$ cat config.mk
export PLATFORM = sky130hd
export DESIGN_NAME = multicycle_controller_flat
export DESIGN_NICKNAME = d
export VERILOG_FILES = /design/src/rtl/mc_pkg.sv /design/src/rtl/multicycle_controller_if.sv /design/src/rtl/mc_output_decode.sv /design/src/rtl/multicycle_controller.sv /design/src/flat_wrapper.sv
export SDC_FILE = /design/constraint.sdc
export NUM_CORES = 1
export LEC_CHECK = 0
export ABC_AREA = 0
export CORE_ASPECT_RATIO = 1.25
export CORE_MARGIN = 2
export CORE_UTILIZATION = 45
export CTS_CLUSTER_DIAMETER = 60
export CTS_CLUSTER_SIZE = 30
export DETAILED_ROUTE_END_ITERATION = 7
export PLACE_DENSITY = 0.76
export REMOVE_ABC_BUFFERS = 1
export SYNTH_ARGS = -nofsm -noshare
export SYNTH_HDL_FRONTEND = slang
export SYNTH_SLANG_ARGS = --single-unit
$ cat constraint.sdc
create_clock -name clk -period 4.3 [get_ports clk]
set_input_delay 0.43 -clock clk [delete_from_list [all_inputs] [get_ports clk]]
set_output_delay 0.43 -clock clk [all_outputs]
set_load 0.05 [all_outputs]
$ cat src/rtl/mc_pkg.sv
// Shared encodings for the multicycle MIPS control FSM: states, opcodes, ALU and mux select codes.
package mc_pkg;

  typedef enum logic [3:0] {
    StFetch  = 4'd0,
    StDecode = 4'd1,
    StMemAdr = 4'd2,
    StMemRd  = 4'd3,
    StMemWb  = 4'd4,
    StMemWr  = 4'd5,
    StExec   = 4'd6,
    StAluWb  = 4'd7,
    StBranch = 4'd8,
    StAddiEx = 4'd9,
    StAddiWb = 4'd10,
    StJump   = 4'd11
  } state_t;

  localparam logic [5:0] OP_RTYPE = 6'h00;
  localparam logic [5:0] OP_J     = 6'h02;
  localparam logic [5:0] OP_BEQ   = 6'h04;
  localparam logic [5:0] OP_ADDI  = 6'h08;
  localparam logic [5:0] OP_LW    = 6'h23;
  localparam logic [5:0] OP_SW    = 6'h2B;

  localparam logic [1:0] ALUOP_ADD   = 2'b00;
  localparam logic [1:0] ALUOP_SUB   = 2'b01;
  localparam logic [1:0] ALUOP_FUNCT = 2'b10;

  localparam logic [1:0] ASRCB_RT     = 2'b00;
  localparam logic [1:0] ASRCB_FOUR   = 2'b01;
  localparam logic [1:0] ASRCB_IMM    = 2'b10;
  localparam logic [1:0] ASRCB_IMM_SH = 2'b11;

  localparam logic [1:0] PCSRC_ALU    = 2'b00;
  localparam logic [1:0] PCSRC_ALUOUT = 2'b01;
  localparam logic [1:0] PCSRC_JUMP   = 2'b10;

  typedef struct packed {
    logic       pc_write;
    logic       pc_write_cond;
    logic       iord;
    logic       mem_read;
    logic       mem_write;
    logic       ir_write;
    logic       mem_to_reg;
    logic       reg_dst;
    logic       reg_write;
    logic       alu_src_a;
    logic [1:0] alu_src_b;
    logic [1:0] alu_op;
    logic [1:0] pc_source;
    logic       instr_done;
    logic       illegal_op;
  } ctrl_t;

  function automatic logic opcode_known(input logic [5:0] op);
    return (op == OP_RTYPE) || (op == OP_J) || (op == OP_BEQ) || (op == OP_ADDI) ||
           (op == OP_LW) || (op == OP_SW);
  endfunction

endpackage

$ cat src/rtl/multicycle_controller_if.sv
// Control bus between the multicycle controller (master) and the MIPS datapath (slave).
interface multicycle_controller_if #(
  parameter int unsigned CNT_W = 32
);
  logic [5:0]       opcode;
  logic             zero;
  logic             mem_ready;
  logic             PCWrite;
  logic             PCWriteCond;
  logic             IorD;
  logic             MemRead;
  logic             MemWrite;
  logic             IRWrite;
  logic             MemtoReg;
  logic             RegDst;
  logic             RegWrite;
  logic             ALUSrcA;
  logic [1:0]       ALUSrcB;
  logic [1:0]       ALUOp;
  logic [1:0]       PCSource;
  logic             pc_en;
  logic             instr_done;
  logic             illegal_op;
  logic [CNT_W-1:0] instr_count;
  logic [3:0]       state;

  modport master (
    input  opcode, zero, mem_ready,
    output PCWrite, PCWriteCond, IorD, MemRead, MemWrite, IRWrite, MemtoReg, RegDst, RegWrite,
           ALUSrcA, ALUSrcB, ALUOp, PCSource, pc_en, instr_done, illegal_op, instr_count, state
  );

  modport slave (
    output opcode, zero, mem_ready,
    input  PCWrite, PCWriteCond, IorD, MemRead, MemWrite, IRWrite, MemtoReg, RegDst, RegWrite,
           ALUSrcA, ALUSrcB, ALUOp, PCSource, pc_en, instr_done, illegal_op, instr_count, state
  );
endinterface

$ cat src/rtl/mc_output_decode.sv
// Combinational state -> control-vector map, with write/PC strobes masked during reset.
// MEM_WAIT_EN: FETCH and MEMWR completion strobes wait for mem_ready.
module mc_output_decode
  import mc_pkg::*;
(
  input  state_t     state,
  input  logic [5:0] opcode,
  input  logic       zero,
  input  logic       mem_ready,
  input  logic       reset,
  output ctrl_t      ctrl,
  output logic       pc_en
);

  logic ready;
`ifdef MEM_WAIT_EN
  assign ready = mem_ready;
`else
  logic unused_mem_ready;
  assign unused_mem_ready = mem_ready;
  assign ready = 1'b1;
`endif

  always_comb begin
    ctrl = '0;
    case (state)
      StFetch: begin
        ctrl.mem_read  = 1'b1;
        ctrl.ir_write  = ready;
        ctrl.pc_write  = ready;
        ctrl.alu_src_b = ASRCB_FOUR;
        ctrl.alu_op    = ALUOP_ADD;
        ctrl.pc_source = PCSRC_ALU;
      end
      StDecode: begin
        ctrl.alu_src_b = ASRCB_IMM_SH;
        ctrl.alu_op    = ALUOP_ADD;
        if (!opcode_known(opcode)) begin
          ctrl.illegal_op = 1'b1;
          ctrl.instr_done = 1'b1;
        end
      end
      StMemAdr, StAddiEx: begin
        ctrl.alu_src_a = 1'b1;
        ctrl.alu_src_b = ASRCB_IMM;
        ctrl.alu_op    = ALUOP_ADD;
      end
      StMemRd: begin
        ctrl.mem_read = 1'b1;
        ctrl.iord     = 1'b1;
      end
      StMemWb: begin
        ctrl.reg_write  = 1'b1;
        ctrl.mem_to_reg = 1'b1;
        ctrl.instr_done = 1'b1;
      end
      StMemWr: begin
        ctrl.mem_write  = 1'b1;
        ctrl.iord       = 1'b1;
        ctrl.instr_done = ready;
      end
      StExec: begin
        ctrl.alu_src_a = 1'b1;
        ctrl.alu_src_b = ASRCB_RT;
        ctrl.alu_op    = ALUOP_FUNCT;
      end
      StAluWb: begin
        ctrl.reg_write  = 1'b1;
        ctrl.reg_dst    = 1'b1;
        ctrl.instr_done = 1'b1;
      end
      StBranch: begin
        ctrl.alu_src_a     = 1'b1;
        ctrl.alu_src_b     = ASRCB_RT;
        ctrl.alu_op        = ALUOP_SUB;
        ctrl.pc_write_cond = 1'b1;
        ctrl.pc_source     = PCSRC_ALUOUT;
        ctrl.instr_done    = 1'b1;
      end
      StAddiWb: begin
        ctrl.reg_write  = 1'b1;
        ctrl.instr_done = 1'b1;
      end
      StJump: begin
        ctrl.pc_write   = 1'b1;
        ctrl.pc_source  = PCSRC_JUMP;
        ctrl.instr_done = 1'b1;
      end
      default: ;
    endcase

    // Reset abandons the instruction: no architectural side effects this cycle.
    if (reset) begin
      ctrl.pc_write      = 1'b0;
      ctrl.pc_write_cond = 1'b0;
      ctrl.ir_write      = 1'b0;
      ctrl.mem_write     = 1'b0;
      ctrl.reg_write     = 1'b0;
      ctrl.instr_done    = 1'b0;
      ctrl.illegal_op    = 1'b0;
    end
  end

  assign pc_en = ctrl.pc_write | (ctrl.pc_write_cond & zero);

endmodule

$ cat src/rtl/multicycle_controller.sv
// Multicycle MIPS main control FSM: next-state logic, state register and retire counter.
// MEM_WAIT_EN: FETCH, MEMRD and MEMWR stall until mem_ready.
module multicycle_controller
  import mc_pkg::*;
#(
  parameter int unsigned CNT_W = 32
) (
  input logic                      clk,
  input logic                      reset,
  multicycle_controller_if.master  bus
);

  state_t           state_q, state_d;
  logic [CNT_W-1:0] count_q;
  ctrl_t            ctrl;
  logic             pc_en;
  logic             ready;

`ifdef MEM_WAIT_EN
  assign ready = bus.mem_ready;
`else
  assign ready = 1'b1;
`endif

  mc_output_decode u_decode (
    .state     (state_q),
    .opcode    (bus.opcode),
    .zero      (bus.zero),
    .mem_ready (bus.mem_ready),
    .reset     (reset),
    .ctrl      (ctrl),
    .pc_en     (pc_en)
  );

  always_comb begin
    state_d = StFetch;
    case (state_q)
      StFetch:  state_d = ready ? StDecode : StFetch;
      StDecode: begin
        case (bus.opcode)
          OP_LW, OP_SW: state_d = StMemAdr;
          OP_RTYPE:     state_d = StExec;
          OP_BEQ:       state_d = StBranch;
          OP_J:         state_d = StJump;
          OP_ADDI:      state_d = StAddiEx;
          default:      state_d = StFetch;
        endcase
      end
      StMemAdr: state_d = (bus.opcode == OP_LW) ? StMemRd : StMemWr;
      StMemRd:  state_d = ready ? StMemWb : StMemRd;
      StMemWr:  state_d = ready ? StFetch : StMemWr;
      StExec:   state_d = StAluWb;
      StAddiEx: state_d = StAddiWb;
      default:  state_d = StFetch;
    endcase
  end

  always_ff @(posedge clk) begin
    if (reset) begin
      state_q <= StFetch;
      count_q <= '0;
    end else begin
      state_q <= state_d;
      if (ctrl.instr_done) count_q <= count_q + CNT_W'(1);
    end
  end

  assign bus.PCWrite     = ctrl.pc_write;
  assign bus.PCWriteCond = ctrl.pc_write_cond;
  assign bus.IorD        = ctrl.iord;
  assign bus.MemRead     = ctrl.mem_read;
  assign bus.MemWrite    = ctrl.mem_write;
  assign bus.IRWrite     = ctrl.ir_write;
  assign bus.MemtoReg    = ctrl.mem_to_reg;
  assign bus.RegDst      = ctrl.reg_dst;
  assign bus.RegWrite    = ctrl.reg_write;
  assign bus.ALUSrcA     = ctrl.alu_src_a;
  assign bus.ALUSrcB     = ctrl.alu_src_b;
  assign bus.ALUOp       = ctrl.alu_op;
  assign bus.PCSource    = ctrl.pc_source;
  assign bus.pc_en       = pc_en;
  assign bus.instr_done  = ctrl.instr_done;
  assign bus.illegal_op  = ctrl.illegal_op;
  assign bus.instr_count = count_q;
  assign bus.state       = state_q;

endmodule

$ cat src/flat_wrapper.sv
// flat-port wrapper written by rule: the top's interface ports become plain ports
module multicycle_controller_flat import mc_pkg::*;
#(
  parameter int unsigned CNT_W = 32
)
  (clk, reset, bus_opcode, bus_zero, bus_mem_ready, bus_PCWrite, bus_PCWriteCond, bus_IorD, bus_MemRead, bus_MemWrite, bus_IRWrite, bus_MemtoReg, bus_RegDst, bus_RegWrite, bus_ALUSrcA, bus_ALUSrcB, bus_ALUOp, bus_PCSource, bus_pc_en, bus_instr_done, bus_illegal_op, bus_instr_count, bus_state);
  multicycle_controller_if #(.CNT_W(CNT_W)) bus_i ();
  input logic clk;
  input logic reset;
  input wire logic [$bits(bus_i.opcode)-1:0] bus_opcode;
  input wire logic [$bits(bus_i.zero)-1:0] bus_zero;
  input wire logic [$bits(bus_i.mem_ready)-1:0] bus_mem_ready;
  output wire logic [$bits(bus_i.PCWrite)-1:0] bus_PCWrite;
  output wire logic [$bits(bus_i.PCWriteCond)-1:0] bus_PCWriteCond;
  output wire logic [$bits(bus_i.IorD)-1:0] bus_IorD;
  output wire logic [$bits(bus_i.MemRead)-1:0] bus_MemRead;
  output wire logic [$bits(bus_i.MemWrite)-1:0] bus_MemWrite;
  output wire logic [$bits(bus_i.IRWrite)-1:0] bus_IRWrite;
  output wire logic [$bits(bus_i.MemtoReg)-1:0] bus_MemtoReg;
  output wire logic [$bits(bus_i.RegDst)-1:0] bus_RegDst;
  output wire logic [$bits(bus_i.RegWrite)-1:0] bus_RegWrite;
  output wire logic [$bits(bus_i.ALUSrcA)-1:0] bus_ALUSrcA;
  output wire logic [$bits(bus_i.ALUSrcB)-1:0] bus_ALUSrcB;
  output wire logic [$bits(bus_i.ALUOp)-1:0] bus_ALUOp;
  output wire logic [$bits(bus_i.PCSource)-1:0] bus_PCSource;
  output wire logic [$bits(bus_i.pc_en)-1:0] bus_pc_en;
  output wire logic [$bits(bus_i.instr_done)-1:0] bus_instr_done;
  output wire logic [$bits(bus_i.illegal_op)-1:0] bus_illegal_op;
  output wire logic [$bits(bus_i.instr_count)-1:0] bus_instr_count;
  output wire logic [$bits(bus_i.state)-1:0] bus_state;
  assign bus_i.opcode = bus_opcode;
  assign bus_i.zero = bus_zero;
  assign bus_i.mem_ready = bus_mem_ready;
  assign bus_PCWrite = bus_i.PCWrite;
  assign bus_PCWriteCond = bus_i.PCWriteCond;
  assign bus_IorD = bus_i.IorD;
  assign bus_MemRead = bus_i.MemRead;
  assign bus_MemWrite = bus_i.MemWrite;
  assign bus_IRWrite = bus_i.IRWrite;
  assign bus_MemtoReg = bus_i.MemtoReg;
  assign bus_RegDst = bus_i.RegDst;
  assign bus_RegWrite = bus_i.RegWrite;
  assign bus_ALUSrcA = bus_i.ALUSrcA;
  assign bus_ALUSrcB = bus_i.ALUSrcB;
  assign bus_ALUOp = bus_i.ALUOp;
  assign bus_PCSource = bus_i.PCSource;
  assign bus_pc_en = bus_i.pc_en;
  assign bus_instr_done = bus_i.instr_done;
  assign bus_illegal_op = bus_i.illegal_op;
  assign bus_instr_count = bus_i.instr_count;
  assign bus_state = bus_i.state;
  multicycle_controller #(.CNT_W(CNT_W)) u_core (.clk(clk), .reset(reset), .bus(bus_i));
endmodule
==> impl_results.md <==
* Worst Hold Class: flop to flop
* HPWL Detailed at between 3000 and 4000 microns
* CTS Buf Count at 5
* Crit path kind: flop to primary output
* Final setup vio count at 0
* Post-Synth XOR/XNOR Area at 7.017%
* Worst IR Drop VDD at 206.3 uV
* Vias/cell at 5.637
* Port-buffer cells at 63
* Fin crit period at approximately 3.3 ns
* Sequential share of the synthesized area at 33.96%
* Tightest Pin Transition at between 0.6 and 0.7 ns
* Pin count of the biggest net entering global routing at 31
* Worst r2r src: u_core.bus.state[1]
* Leak Pwr at roughly 0.87 nW
* FMAX at ~0.3 GHz
* Placement-stage cell area at 2749 sq um
* Clock buffer depth at 2
* Post-synthesis adder-cell area fraction at 1.061%
* Clk_lat worst skew at ~0.28 ns
* Drt total wl at between 5000 and 6000 microns
* DR pass1 iterations at 4
* Worst Path Required at roughly 3.9 ns
* Clock transition at path regs at around 0.070 ns
* Initial Util at 47.59%
* Routed wire per std cell at 14.11 microns
* Hold path startpoint: u_core.bus.instr_count[30]
* Distinct cells, synth at 48
* Startpoint types: flop
* Top-area cell type share of the netlist area at between 30% and 40%
* Number of global-route vias before repair at 2009
* Syn_area_per_cell at just over 8 sq um
* I/O Pins at 65
* FF-to-FF path depth at 6
* Global Route Usage Sum at a little over a fifth
* CTS sink cnt at 36
* RSZ-0062 raised after global routing: no
* Max-cap violations at 0
* First-pass GRT wire length at ~9000 microns
* Top post-synthesis cells by area: dfxtp_1 (34%), a21oi_1 (6.1%), xnor2_1 (5.8%)
* Crit path max fanout at 19
* Post-synthesis async set-or-reset flop share at 0%
* Synth top cells by count: dfxtp_1 (36), a21oi_1 (26), nor2_1 (26)
* Antenna violations before repair at 0
* Post-Synth Simple-Gate Area at 29.48%
* Die H at 80.78 microns
* Final critical-path share of the clock period at approximately 76%
* Cells after Synth at between 200 and 300
* Area delta synth->final at 34.61%
* Yosys reg bits at 36
* N_diodes at 0
* Cell area after layout at approximately 2900 sq um
* CTS tree: built
* Die area at about 5300 sq um
* Largest family of logic cells by synthesized area: simple AND/OR/NAND/NOR gates
* Slew HR at between 50% and 60%
* Crit-path max cell delay at ~0.74 ns
* Vias at between 2000 and 2500
* Critical Path, Cell by Cell: nor2b_1 > o221a_1 > buf_4 > and2_1 > nor2_1 > clkdlybuf4s50_1
* Post-Syn Area at between 2000 and 2500 sq um
* Status: completed
* Worst Hold Depth at 2
* Area leader, netlist: dfxtp_1
* Yosys synthesis warning count at 0
* Cell row count at 27
* Mux contribution to synthesized area at around 1.5%
* Routability congestion estimate at between 0.8 and 0.9
* Worst Path Arrival at about 2.9 ns
* Total negative slack at 0 ns
* Worst reg2reg path endpoint: u_core.bus.instr_count[22]
* Hold slack at approximately 0.50 ns
* Hold Fails Final Rpt at 0
* Top-count cell post-synth: dfxtp_1
* Number of synthesized flops with an enable pin at 0
* R2R setup slack at 1.83 ns
* FILL cells at between 400 and 500
* Setup Buffers After CTS at 0
* H-tree depth at 2
* Die Width at approximately 65 microns
* Main synth FF type: dfxtp_1
* DRC errors left at 0
* Clock Root Buffer: clkbuf_8
* Final Skew at approximately 0.0077 ns
* Hold Path End: u_core.bus.instr_count[30]
* Hold_buf cts at 0
* Synth Area in Compound Gates at between 20% and 30%
* CTS resizes at 0
* Fin. max-slew vios at 0
* Crit-path slowest cell: dfxtp_1
* PD cells at 264.6 nW/um^2
* Congestion Overflow GR at 0
* Layout cell share with drive strength beyond 1 at 5.956%
* 1st-iter DRT viols at between 100 and 150
* Core area at around 4500 sq um
* Final-stage net count at approximately 330
* Antenna Nets Post-Route at 0
* Worst setup EP type: primary output
logic make-up after synthesis:
| group | count (synthesis) |
|---|---|
| simple gates | 114 |
| compound gates | 65 |
| flops | 36 |
| buf+inv | 26 |
| xor+xnor | 17 |
| mux | 3 |
| fa+ha+maj | 2 |
power breakdown:
| group | internal [mW] | total, mW | leakage [nW] | switching [mW] |
|---|---|---|---|---|
| sequential | 0.337 | 0.347 | 0.291 | 0.00980 |
| combinational | 0.0411 | 0.116 | 0.524 | 0.0746 |
| clock | 0.172 | 0.293 | 0.0552 | 0.121 |
cell type report:
| type | instances | area (sq um) | area share, % |
|---|---|---|---|
| timing repair buffer | 66 | 653.1 | 22.86 |
| inverter | 8 | 30.03 | 1.051 |
| tap | 58 | 72.57 | 2.541 |
| multi-input combinational | 201 | 1272 | 44.55 |
| clock buffer | 6 | 72.57 | 2.541 |
| sequential | 36 | 720.7 | 25.23 |
| clock inverter | 2 | 35.03 | 1.226 |
layer usage:
metal,wire (microns),track usage [%],up-vias,share of wire (%)
li1,-,-,1071,-
met1,2412,26.17,997,45
met2,2604,36.53,53,49
met3,267,5.263,4,5.0
met4,37,5.417,0,0.70
met5,0,0,-,0
metrics by stage:
step	total power, mW	util (%)	worst slack [ns]	std cells
5_1_grt	0.7858	64.06	0.8225	377
4_1_cts	0.7640	64.06	1.022	377
3_5_place_dp	0.4700	61.64	1.131	369
6_report	0.7557	64.06	1.012	377
3_3_place_gp	0.4690	61.64	1.140	369
2_1_floorplan	0.4207	-	0.3867	245
state kept, by name, summed over array words and instances (netlist names):
name                    count
u_core.bus.state            4
u_core.bus.instr_count     32
worst max path at each step:
stage / from / endpoint / slack, ns / cells after the start
final: u_core.bus.state[1] / bus_instr_done / 1.01 / 6
after global routing: u_core.bus.state[1] / bus_instr_done / 0.82 / 6
after CTS: u_core.bus.state[1] / bus_instr_done / 1.02 / 6
after detailed placement: reset / bus_pc_en / 1.13 / 4
after global placement: reset / bus_PCWrite / 1.14 / 4
after floorplan: u_core.bus.state[3] / bus_pc_en / 0.39 / 4
layout by cell type (no fill, tap or decap), types with 2 or more instances in the layout:
master,n
o31ai_1,4
xor2_1,3
nor4_1,5
dfxtp_1,36
buf_4,3
and4_1,3
clkdlybuf4s50_1,63
and2_1,3
inv_1,8
a211oi_1,5
clkbuf_8,5
nand4_1,6
a21oi_1,26
xnor2_1,14
nand2b_1,5
nand2_1,11
nor2_1,26
nand3_1,14
or2_2,2
a2111oi_1,4
o21ai_0,13
or3_1,11
nor2b_1,4
mux2_2,2
a211o_1,2
and3_1,3
or4_1,5
nor3_1,11
critical path: cells and delay by family (launching register included):
family                 cells  cell delay [ns]
AO/OA/AOI/OAI              1             0.22
buffers and inverters      2             0.94
AND/OR/NAND/NOR            3             0.67
flip-flops                 1             0.74
(Power assumes the default switching activity.)
